--- config.mk ---
export PLATFORM = sky130hd
export DESIGN_NAME = tree_traversal_unit
export DESIGN_NICKNAME = d
export VERILOG_FILES = /design/src/rtl/sadd_pkg.sv /design/src/rtl/node_comparator.sv /design/src/rtl/tree_traversal_unit.sv
export SDC_FILE = /design/constraint.sdc
export NUM_CORES = 1
export LEC_CHECK = 0
export CORE_ASPECT_RATIO = 1.5
export CORE_MARGIN = 1.5
export CORE_UTILIZATION = 58
export CTS_BUF_LIST = sky130_fd_sc_hd__clkbuf_4 sky130_fd_sc_hd__clkbuf_8
export DETAILED_ROUTE_END_ITERATION = 7
export PLACE_DENSITY = 0.8
export SYNTH_ARGS = -nofsm -noshare
export SYNTH_HDL_FRONTEND = slang
export SYNTH_SLANG_ARGS = --single-unit
--- constraint.sdc ---
create_clock -name clk -period 5.4 [get_ports clk]
set_clock_uncertainty 0.1 [all_clocks]
set_input_delay 1.35 -clock clk [delete_from_list [all_inputs] [get_ports clk]]
set_output_delay 1.35 -clock clk [all_outputs]
set_load 0.005 [all_outputs]
--- src/rtl/sadd_pkg.sv ---
// sadd_pkg: shared defaults, FSM encoding and size derivations for the tree traversal unit.
// Revision 1.0
`default_nettype none

package sadd_pkg;

  localparam int DEF_DATA_W = 32;
  localparam int DEF_DEPTH  = 3;
  localparam int DEF_N_FEAT = 4;

  typedef enum logic [1:0] {
    ST_IDLE = 2'd0,
    ST_EVAL = 2'd1,
    ST_DONE = 2'd2
  } state_e;

  function automatic int nodes_of(input int depth);
    return (1 << depth) - 1;
  endfunction

  // Selector width never collapses to zero, even for a single feature.
  function automatic int fidx_width(input int n);
    return (n > 1) ? $clog2(n) : 1;
  endfunction

endpackage

`default_nettype wire

--- src/rtl/node_comparator.sv ---
// node_comparator: signed feature-versus-threshold decision; node index rides alongside.
// Revision 1.0
`default_nettype none

module node_comparator #(
  parameter int DATA_W = 32,
  parameter int IDX_W  = 4
) (
  input  logic signed [DATA_W-1:0] feature_i,
  input  logic signed [DATA_W-1:0] weight_i,
  input  logic        [IDX_W-1:0]  node_i,
  output logic                     decision_o,
  output logic        [IDX_W-1:0]  node_o
);

  assign decision_o = (feature_i <= weight_i);
  assign node_o     = node_i;

endmodule

`default_nettype wire

--- src/rtl/tree_traversal_unit.sv ---
// tree_traversal_unit: walks a configurable binary decision tree one level per cycle.
// Revision 1.0
`default_nettype none

module tree_traversal_unit
  import sadd_pkg::*;
#(
  parameter int DATA_W = DEF_DATA_W,
  parameter int DEPTH  = DEF_DEPTH,
  parameter int N_FEAT = DEF_N_FEAT,
  localparam int NODES  = nodes_of(DEPTH),
  localparam int FIDX_W = fidx_width(N_FEAT)
) (
  input  logic                       clk,
  input  logic                       reset_n,
  input  logic                       io_cfg_we,
  input  logic [DEPTH-1:0]           io_cfg_addr,
  input  logic signed [DATA_W-1:0]   io_cfg_weight,
  input  logic [FIDX_W-1:0]          io_cfg_fidx,
  input  logic                       io_req_valid,
  output logic                       io_req_ready,
  input  logic [N_FEAT*DATA_W-1:0]   io_req_bits_features,
  output logic                       io_resp_valid,
  input  logic                       io_resp_ready,
  output logic [DEPTH-1:0]           io_resp_bits_leaf,
  output logic [DEPTH-1:0]           io_resp_bits_path,
  output logic                       io_resp_bits_err,
  output logic                       io_busy
);

  // Node index reaches 2^(DEPTH+1)-2 on the final step, hence one extra bit.
  localparam int NODE_W = DEPTH + 1;
  localparam int LVL_W  = fidx_width(DEPTH);

  state_e state_q, state_d;

  logic [NODE_W-1:0] node_q, node_d;
  logic [LVL_W-1:0]  level_q, level_d;
  logic [DEPTH-1:0]  path_q, path_d;
  logic [DEPTH-1:0]  leaf_q, leaf_d;
  logic              err_q, err_d;

  logic signed [DATA_W-1:0] feat_q   [N_FEAT];
  logic signed [DATA_W-1:0] weight_q [NODES];
  logic [FIDX_W-1:0]        fidx_q   [NODES];

  logic                     w_accept;
  logic                     w_cfg_wr;
  logic [DEPTH-1:0]         w_node_idx;
  logic [FIDX_W-1:0]        w_fidx;
  logic                     w_fidx_ok;
  logic signed [DATA_W-1:0] w_feat;
  logic                     w_cmp_dec;
  logic [NODE_W-1:0]        w_cmp_node;
  logic                     w_decision;
  logic [NODE_W-1:0]        w_child;
  logic                     w_last;

  assign w_accept   = io_req_valid && (state_q == ST_IDLE);
  assign w_cfg_wr   = io_cfg_we && (state_q == ST_IDLE) && (int'(io_cfg_addr) < NODES);
  assign w_node_idx = node_q[DEPTH-1:0];
  assign w_fidx     = fidx_q[w_node_idx];
  assign w_fidx_ok  = (int'(w_fidx) < N_FEAT);
  assign w_last     = (level_q == LVL_W'(DEPTH - 1));

  always_comb begin
    w_feat = '0;
    for (int k = 0; k < N_FEAT; k++) begin
      if (w_fidx == FIDX_W'(k)) w_feat = feat_q[k];
    end
  end

  node_comparator #(
    .DATA_W (DATA_W),
    .IDX_W  (NODE_W)
  ) u_cmp (
    .feature_i  (w_feat),
    .weight_i   (weight_q[w_node_idx]),
    .node_i     (node_q),
    .decision_o (w_cmp_dec),
    .node_o     (w_cmp_node)
  );

  // An invalid selector forces the right branch regardless of the compare.
  assign w_decision = w_cmp_dec && w_fidx_ok;
  assign w_child    = (w_cmp_node << 1) + (w_decision ? NODE_W'(1) : NODE_W'(2));

  always_ff @(posedge clk or negedge reset_n) begin
    if (!reset_n) state_q <= ST_IDLE;
    else          state_q <= state_d;
  end

  always_comb begin
    state_d = state_q;
    case (state_q)
      ST_IDLE: if (w_accept)      state_d = ST_EVAL;
      ST_EVAL: if (w_last)        state_d = ST_DONE;
      ST_DONE: if (io_resp_ready) state_d = ST_IDLE;
      default:                    state_d = ST_IDLE;
    endcase
  end

  always_comb begin
    io_req_ready  = (state_q == ST_IDLE);
    io_resp_valid = (state_q == ST_DONE);
    io_busy       = (state_q != ST_IDLE);
  end

  always_comb begin
    node_d  = node_q;
    level_d = level_q;
    path_d  = path_q;
    leaf_d  = leaf_q;
    err_d   = err_q;
    if (w_accept) begin
      node_d  = '0;
      level_d = '0;
      path_d  = '0;
      err_d   = 1'b0;
    end else if (state_q == ST_EVAL) begin
      node_d          = w_child;
      level_d         = level_q + LVL_W'(1);
      path_d[level_q] = w_decision;
      err_d           = err_q | ~w_fidx_ok;
      if (w_last) leaf_d = DEPTH'(w_child - NODE_W'(NODES));
    end
  end

  always_ff @(posedge clk or negedge reset_n) begin
    if (!reset_n) begin
      node_q  <= '0;
      level_q <= '0;
      path_q  <= '0;
      leaf_q  <= '0;
      err_q   <= 1'b0;
      for (int k = 0; k < N_FEAT; k++) feat_q[k] <= '0;
      for (int n = 0; n < NODES; n++) begin
        weight_q[n] <= '0;
        fidx_q[n]   <= '0;
      end
    end else begin
      node_q  <= node_d;
      level_q <= level_d;
      path_q  <= path_d;
      leaf_q  <= leaf_d;
      err_q   <= err_d;
      if (w_accept) begin
        for (int k = 0; k < N_FEAT; k++) feat_q[k] <= io_req_bits_features[k*DATA_W +: DATA_W];
      end
      if (w_cfg_wr) begin
        weight_q[io_cfg_addr] <= io_cfg_weight;
        fidx_q[io_cfg_addr]   <= io_cfg_fidx;
      end
    end
  end

  assign io_resp_bits_leaf = leaf_q;
  assign io_resp_bits_path = path_q;
  assign io_resp_bits_err  = err_q;

endmodule

`default_nettype wire

== Word-level counts from Yosys, hierarchy flattened ==
Cells that the tools add are included.
Word-level totals
  register bits: 379
  bits of input ports: 170
  output and inout bits: 10
  word-level logic and storage cells: 86
Cells by class
  $add $sub $neg: 3
  magnitude comparators: 7
  equal/unequal tests: 9
  multiplexer cells: 30
  bitwise operators: 3
  reductions and logical operators: 11
Operators with widths (number)
  bitwise mux 224 bit: 1
  two-way mux 32 bit: 7
  binary-select mux 32 bit (select 3 bit): 1
  demux 32 bit (select 3 bit): 1
  <= comparator 32 bit: 1
  two-way mux 2 bit: 9
  bitwise mux 14 bit: 1
  two-way mux 3 bit: 4
  equality test 2 bit (second input constant): 4
  greater-or-equal comparator 4 bit (second input constant): 2
  inverter 3 -> 4 bit: 2
  binary-select mux 2 bit (select 3 bit): 1
  demux 2 bit (select 3 bit): 1
  one-hot mux 2 bit (3 select lines): 1
  AND reduction 3 bit: 2
  logical AND 1 bit: 5
  equality test 2 x 1 -> 1 bit (second input constant): 2
  zero test 2 bit: 2
  < comparator 4 x 1 -> 1 bit (second input constant): 1
  inequality test 2 x 1 -> 1 bit (second input constant): 2
  nonzero test 2 bit: 2
  adder 3 x 2 -> 3 bit: 1
  bitwise mux 3 bit: 1
  < comparator 2 x 3 -> 1 bit (second input constant): 1
  other kinds (8): 8

== Logic depth before layout (Yosys ltp) ==
Gate-level depths: netlist (run 1).
  word-level depth: 14
  mapped depth: 21
  depth with buffers taken out: 18

== Hierarchy ==
From an unflattened synthesis (run 1), not the netlist that was laid out.
Second synthesis, totals
  cells, all modules: 1310
  area, all modules: 17971.0 µm²
By module, submodules not included
  tree_traversal_unit: times used 1, cells each 1194, area an instance 17128.9 µm², sequential area each 9509.1 µm²
  node_comparator: times used 1, cells each 116, area an instance 842.1 µm², sequential area each 0.0 µm²

== Least setup slack after synthesis (run 1) ==
No wires, ideal clock.
  path type: reg2reg
  start point: register node_q[0]
  end point: register leaf_q[1] (netlist: io_resp_bits_leaf[1])
  library setup time: 0.079 ns
  arrival time: 4.343 ns
  required time: 5.221 ns
  slack: 0.878 ns
  cell stages (with the launch flop): 18
  path buffers: 2
  period minus slack after synthesis: 4.522 ns
  cells stage by stage: dfrtp_1 > buf_6 > mux4_2 > o21ai_4 > buf_6 > mux4_2 > ha_1 > a21oi_1 > o21ai_1 > or3_4 > a2111oi_4 > nor3_1 > nor3b_4 > ha_1 > or2_2 > o21ai_0 > a21oi_1 > mux2i_1
On the way
  word-level cells in the longest chain between the ends: 13
  elaborated cells on any way between the ends: 19
  those cells by class: add/sub (2); order compare (1); eq/ne (3); mux (11); bitwise (1); reduce/logical (1)
RTL lines
  start, declared: line tree_traversal_unit.sv:37  | logic [NODE_W-1:0] node_q, node_d;
  start signal, assigned: line tree_traversal_unit.sv:142  | node_q <= node_d;
  inverter 3 -> 4 bit (not written as such): line tree_traversal_unit.sv:62, tree_traversal_unit.sv:78
  binary-select mux 2 bit (select 3 bit): line tree_traversal_unit.sv:62  | assign w_fidx = fidx_q[w_node_idx];
  two-way mux 2 bit (not written as such) (2 in a row): line tree_traversal_unit.sv:62
  zero test 2 bit: line tree_traversal_unit.sv:69  | if (w_fidx == FIDX_W'(k)) w_feat = feat_q[k];
  two-way mux 32 bit (4 in a row): line tree_traversal_unit.sv:69
  <= comparator 32 bit: line node_comparator.sv:16  | assign decision_o = (feature_i <= weight_i);
  two-way mux 2 bit: line tree_traversal_unit.sv:86  | assign w_child = (w_cmp_node << 1) + (w_decision ? NODE_W'(1) : NODE_W'(2));
  adder 3 x 2 -> 3 bit *: line tree_traversal_unit.sv:86
  subtractor 3 bit *: line tree_traversal_unit.sv:125  | if (w_last) leaf_d = DEPTH'(w_child - NODE_W'(NODES));
  end signal, assigned: line tree_traversal_unit.sv:145  | leaf_q <= leaf_d;
  end, declared: line tree_traversal_unit.sv:40  | logic [DEPTH-1:0] leaf_q, leaf_d;
Mark *: on every way between the ends. The rest lies on a longest branch, timed or not. The select of a mux whose other input is x is not followed.
A chain may end at the register's enable or synchronous reset.

== Worst setup path in the final report (run 1) ==
Same ends and word-level chain as after synthesis.

==> reports/qor.yml, run 1 <==
crit_path_start_kind: "register"
drc: 0
drtAntennaViolNets: 0
route.top_layer_used: "met5"
grt_pass1_vias: 12500
synth.distinct_cells: 41
setup_viol: 0
synth_top_area_cell: "dfrtp_1"
hold_buffers: 0
n_fill_cell: 2030
synth_area_per_cell_um2: 12.2
period_needed_ns: 5.03
drt_pre_antenna_iters: 5
netlist.area_leader.share_pct: 54.1
instances_no_fill: 2043
startpoint: "node_q[0]$_DFFE_PN0P_"
drt_iter0_markers: 626
hold_viol: 0
crit_chain: "mux4_2, o21ai_4, buf_12, mux4_2, ha_1, a21oi_1, o21ai_1, or3_4, a2111oi_4, o211a_1, nor3b_4, ha_1, or2_2, o21ai_0, a21oi_1, mux2i_1"
clock.fmax_mhz: 199
max_stage_delay_ns: 0.63
core_mm2: 0.0296
fin_setup_tns_ns: 0
yosysSeqAreaShare_pct: 54.1
ff_latch_area_mm2: 0.00949
fp.dieArea_mm2: 0.0313
dpl_cell_area_mm2: 0.0197
tritoncts: "built"
worstSetupPathDepth: 16
final_nets: 1815
power_density_mw_per_mm2: 639
rows: 77
die_y_um: 216
cts_root_buf: "clkbuf_8"
gp_congestion: 0.808
insertion_delay_ns: 0.59
setup_ws_ns: 0.372
leakage_uw: 0.00956
area_delta_synth_final_pct: 19.0
outcome: "completed"
worst_ir_drop_vdd_uv: 852
viasPerCell: 5.73
cts_resized: 0
cts.path.max_buffers: 3
die_w_um: 145
path_clk_slew_ns: 0.07
drive_above_1_share_pct: 13.0
clkSinkCount: 379
preCtsSetupSlack_ns: 0.401
whs_ns: 0.372
hold_path.class: "reg -> reg"
relSlewSlack_pct: 30.2
grt_pass1_wl_um: 65600
cp_slowest_cell: "dfrtp_4"
ys.warnings.count: 0
reg2regPathDepth: 16
met1_length_um: 17100
crit_arrival_ns: 5.44
htree_levels: 2
dr_wl_met3_um: 1760
synth_area_leaders: "dfrtp_1 (54%), mux2_1 (14%), nand2_1 (9.3%), mux4_2 (8.5%), ha_1 (2.6%)"
multiInputGateArea_mm2: 0.00763
worstReg2RegStart: "node_q[0]$_DFFE_PN0P_"
synth_edf_count: 0
worst_r2r_endpoint: "io_resp_bits_leaf[1]$_DFFE_PN0P_"
synthCells: 1439
numCtsBuffers: 52
dpl.hpwl_um: 26300
critPathCapture: "io_resp_bits_leaf[1]$_DFFE_PN0P_"
routed_wl_um: 39700
cp.required_ns: 5.81
post-cts-setup-buffers: 0
wl_per_cell_um: 19.5
wl_met2_um: 19600
grt_overflow: 0
dp_cells: 1950
crit_fanout: 32
fin_crit_sh_pct: 93.1
critical-path-top-delay-family: "multiplexers"
critPathCaptureType: "register"
path_buf_inv: 1
grt_max_degree: 140
critPathKind: "reg -> reg"
fin_area_mm2: 0.0209
drv_slew: 0
maxCapViolCount: 0
vias: 11700
track_usage_pct: 26.6
synthesis.area_mm2: 0.0175
rsz0062_at_grt: "false"
syn_nets: 1645
antenna_found_initial: 4
r2r_slack_ns: 0.37
port_buffers: 178
ys.flop_type: "dfrtp_1"
async_flop_share_pct: 100
tightest_slew_ns: 1.05
synth_seq_cells: 379
start_util_pct: 59.3
num_io_pins: 180
## sequential cells by signal, indices dropped and copies added (netlist names)
register           count
feat_q               128
fidx_q                14
io_resp_bits_leaf      3
io_resp_bits_path      3
level_q                2
node_q                 3
state_q                2
weight_q             224
## per-stage QoR
stage | total power (uW) | util, %
after floorplan | 9200 | -
after global placement | 10600 | 66.6
final | 13300 | 70.6
after global routing | 14300 | 70.6
after CTS | 13400 | 70.5
after detailed placement | 10900 | 66.6
## cells in the final DEF, fill, tap and decap left out, drive strengths merged, types with 3 or more instances in the layout
master,Yosys,routed
mux4,66,66
a21oi,19,19
mux2i,35,35
bufinv,0,3
nand3,5,5
diode,0,3
o21ai,47,47
clkbuf,49,84
nor2,11,11
mux2,239,239
clkinv,0,3
inv,6,6
clkdlybuf4s50,0,177
ha,36,36
nand2,435,435
o211ai,34,34
nor2b,6,6
dfrtp,379,379
a311oi,3,3
nand4,9,9
buf,39,27
## power breakdown
part	internal (uW)	leakage, uW	switching (uW)
clock network	1380	0.000619	1050
logic	2890	0.00427	3000
registers	4210	0.00467	794
## worst min-delay path, stage by stage, from the launching register on
cell and delay [ns]:
dfrtp_1 0.34, nand2_1 0.05, nand2_1 0.05
## metal layers
layer  vias to the layer above  global-route usage, %
li1                       5338                      -
met1                      5976                   36.0
met5                         -                      0
met3                        77                   3.81
met4                         2                   9.62
met2                       323                   44.1
## worst min-delay path by stage
stage / from / to / cells past startpoint
after CTS: feat_q[80]$_DFFE_PN0P_ / feat_q[80]$_DFFE_PN0P_ / 2
after global placement: feat_q[56]$_DFFE_PN0P_ / feat_q[56]$_DFFE_PN0P_ / 2
after global routing: feat_q[93]$_DFFE_PN0P_ / feat_q[93]$_DFFE_PN0P_ / 2
after floorplan: feat_q[35]$_DFFE_PN0P_ / feat_q[35]$_DFFE_PN0P_ / 2
final: feat_q[39]$_DFFE_PN0P_ / feat_q[39]$_DFFE_PN0P_ / 2
after detailed placement: feat_q[80]$_DFFE_PN0P_ / feat_q[80]$_DFFE_PN0P_ / 2
## cell type report
cell class              instances  area share, %
flip-flops and latches        379           45.5
multi-input cells             966           36.6
repair buffers                204           9.86
clock buffers                  84           5.09
well taps                     395           2.37
clock inverters                 6          0.504
inverters                       6          0.108
diodes                          3         0.0360
## logic make-up (layout without fill, tap and decap cells)
| logic type | after synthesis | after routing | synth area share (%) |
|---|---|---|---|
| flip-flops | 379 | 379 | 54.1 |
| adder cells (fa/ha/maj) | 36 | 36 | 2.57 |
| XOR/XNOR | 2 | 2 | 0.0999 |
| buffers and inverters | 94 | 300 | 2.50 |
| other | 1 | 4 | 0.0214 |
| AO/OA/AOI/OAI | 111 | 111 | 4.21 |
| AND/OR/NAND/NOR | 476 | 476 | 10.7 |
| multiplexers | 340 | 340 | 25.8 |
## synthesized netlist by cell type, types with 2 or more instances
cell type,n
o21ai_1,17
buf_2,24
a2111oi_4,2
mux4_2,66
o21ai_0,28
a311oi_1,3
o21ai_4,2
a21oi_1,19
mux2_2,16
ha_1,36
nand2_1,435
nand2b_1,2
xnor2_1,2
nor2_1,11
nand3_1,5
mux2_1,223
o211ai_1,34
dfrtp_1,379
and3_1,2
buf_1,7
clkbuf_1,49
nor2b_1,6
buf_6,7
inv_1,6
nand4_1,8
mux2i_1,35
Note: power is estimated with default switching activity, not from simulation.
==> run 2, diff against run 1 <==
CORE_UTILIZATION = 59   (was 58)
PLACE_DENSITY = 0.81   (was 0.8)
==> run 2 against run 1 <==
Net effect: final cell count increased by 0.24%; non-clock buffer count up 4; highest routed layer unchanged; clock power shrank 4%; sequential share of layout area is 0.12 points higher; sequential cell count did not move; design area decreased by 0.26%; clock-buffer cell count grew 3; sequential power hardly changed; critical path depth is 1 lower; die area shrank 1.7%; utilization up 0.28 points.
==> reports/qor.yml, run 2 (synthesis gave the netlist of run 1 again) <==
outcome: "completed"
antenna_found_initial: 2
ff_latch_area_mm2: 0.00949
wl_per_cell_um: 19.5
drt_pre_antenna_iters: 6
cts.path.max_buffers: 3
num_io_pins: 180
start_util_pct: 59.7
htree_levels: 2
maxCapViolCount: 0
drive_above_1_share_pct: 13.4
path_buf_inv: 1
setup_viol: 0
fin_crit_sh_pct: 91.1
rows: 77
grt_overflow: 0
crit_chain: "mux4_2, o21ai_4, buf_4, mux4_2, ha_1, nand4_1, a2111oi_4, a2111oi_4, nor3_1, nor3b_4, ha_1, or2_2, o21ai_0, a21oi_1, mux2i_1"
drt_iter0_markers: 632
worstSetupPathDepth: 15
worstReg2RegStart: "node_q[0]$_DFFE_PN0P_"
post-cts-setup-buffers: 0
final_cell_mix: "nand2_1 (434), dfrtp_1 (376), mux2_1 (223), clkdlybuf4s50_1 (177)"
vias: 11800
top_register: "weight_q"
critical-path-top-delay-family: "multiplexers"
period_needed_ns: 4.92
cts_resized: 0
diodes: 0
cp.required_ns: 5.83
port_buffers: 178
numCtsBuffers: 54
largest_register_ffs: 224
critPathCaptureType: "register"
core_mm2: 0.0294
die_y_um: 214
crit_fanout: 14
preCtsSetupSlack_ns: 0.524
multiInputGateArea_mm2: 0.00763
leakage_uw: 0.00955
drtAntennaViolNets: 0
holdPathStages: 2
top_regs: "weight_q x224, feat_q x128, fidx_q x14"
clock.fmax_mhz: 203
path_clk_slew_ns: 0.06
hold_buffers: 0
cp_slowest_cell: "mux4_2"
hold_viol: 0
cts_root_buf: "clkbuf_8"
grt_max_degree: 116
insertion_delay_ns: 0.61
grt_pass1_vias: 12600
relSlewSlack_pct: 33.1
max_stage_delay_ns: 0.56
routed_wl_um: 40000
n_fill_cell: 1969
gp_congestion: 0.815
grt_pass1_wl_um: 66000
crit_path_start_kind: "register"
startpoint: "node_q[0]$_DFFE_PN0P_"
reg2regPathDepth: 15
tritoncts: "built"
track_usage_pct: 27.5
power_density_mw_per_mm2: 640
area_delta_synth_final_pct: 18.7
critPathKind: "reg -> reg"
fin_setup_tns_ns: 0
crit_arrival_ns: 5.35
viasPerCell: 5.77
rsz0062_at_grt: "false"
dpl.hpwl_um: 26700
clkSinkCount: 379
worst_ir_drop_vdd_uv: 556
drc: 0
min_from: "feat_q[114]$_DFFE_PN0P_"
die_w_um: 144
fp.dieArea_mm2: 0.0308
tightest_slew_ns: 1.00
final_nets: 1821
drv_slew: 0
setup_ws_ns: 0.482
hold_path.class: "reg -> reg"
final_common_cell: "nand2_1"
run 2: changes by cell type in the layout (fill, tap and decap cells not counted), moves of 2 or more:
cell	previous run	this run
clkbuf_8	69	66
diode_2	3	0
bufinv_16	3	1
buf_4	20	27
clkinv_2	3	5
buf_12	6	3
clkbuf_4	15	21
run 2: metrics by stage:
| stage | util, % | power [uW] | cell area [um^2] | hold WS, ns | instances |
|---|---|---|---|---|---|
| floorplan | - | 9200 | 17500 | 0.340 | 1439 |
| global placement | 67.0 | 10600 | 19700 | 0.353 | 1954 |
| detailed placement | 67.0 | 11000 | 19700 | 0.360 | 1954 |
| CTS | 70.8 | 13400 | 20800 | 0.375 | 2048 |
| global route | 70.8 | 14200 | 20800 | 0.385 | 2048 |
| finish | 70.8 | 13300 | 20800 | 0.375 | 2048 |
run 2: worst reg2reg max path, delay by kind of cell (launching register included):
| family | cells | cell delay [ns] |
|---|---|---|
| AOI/OAI and AO/OA | 5 | 1.07 |
| adders and majority gates | 2 | 0.63 |
| buffers and inverters | 1 | 0.33 |
| DFF | 1 | 0.47 |
| muxes | 3 | 1.25 |
| and+or+nand+nor | 4 | 0.99 |
run 2: power breakdown:
part           switching, uW  internal, uW
registers                785          4210
clock network           1050          1290
logic                   3080          2900
run 2: routing by layer:
metal | global-route usage, % | vias up | part of all wire [%]
li1 | - | 5351 | -
met1 | 38.2 | 6024 | 43
met2 | 44.1 | 337 | 49
met3 | 4.47 | 97 | 4.6
met4 | 10.0 | 4 | 3.3
met5 | 0 | - | 0.055
run 2: layout make-up:
cell class                      instances  share of cell area [%]
Inverter                                6                   0.108
Clock inverter                          7                   0.301
Sequential cell                       379                    45.6
Tap cell                              395                    2.37
Timing Repair Buffer                  208                    9.85
Multi-Input combinational cell        966                    36.7
Clock buffer                           87                    5.12
run 2: final timing paths:
| check | to | slack, ns |
|---|---|---|
| hold / removal | feat_q[114]$_DFFE_PN0P_ | 0.38 |
| hold reg to reg | feat_q[114]$_DFFE_PN0P_ | 0.38 |
| setup reg to reg | io_resp_bits_leaf[1]$_DFFE_PN0P_ | 0.48 |
| min in group asynchronous | weight_q[122]$_DFFE_PN0P_ | 0.61 |
| max in group asynchronous | weight_q[84]$_DFFE_PN0P_ | 3.46 |
| setup / recovery | io_resp_bits_leaf[1]$_DFFE_PN0P_ | 0.48 |
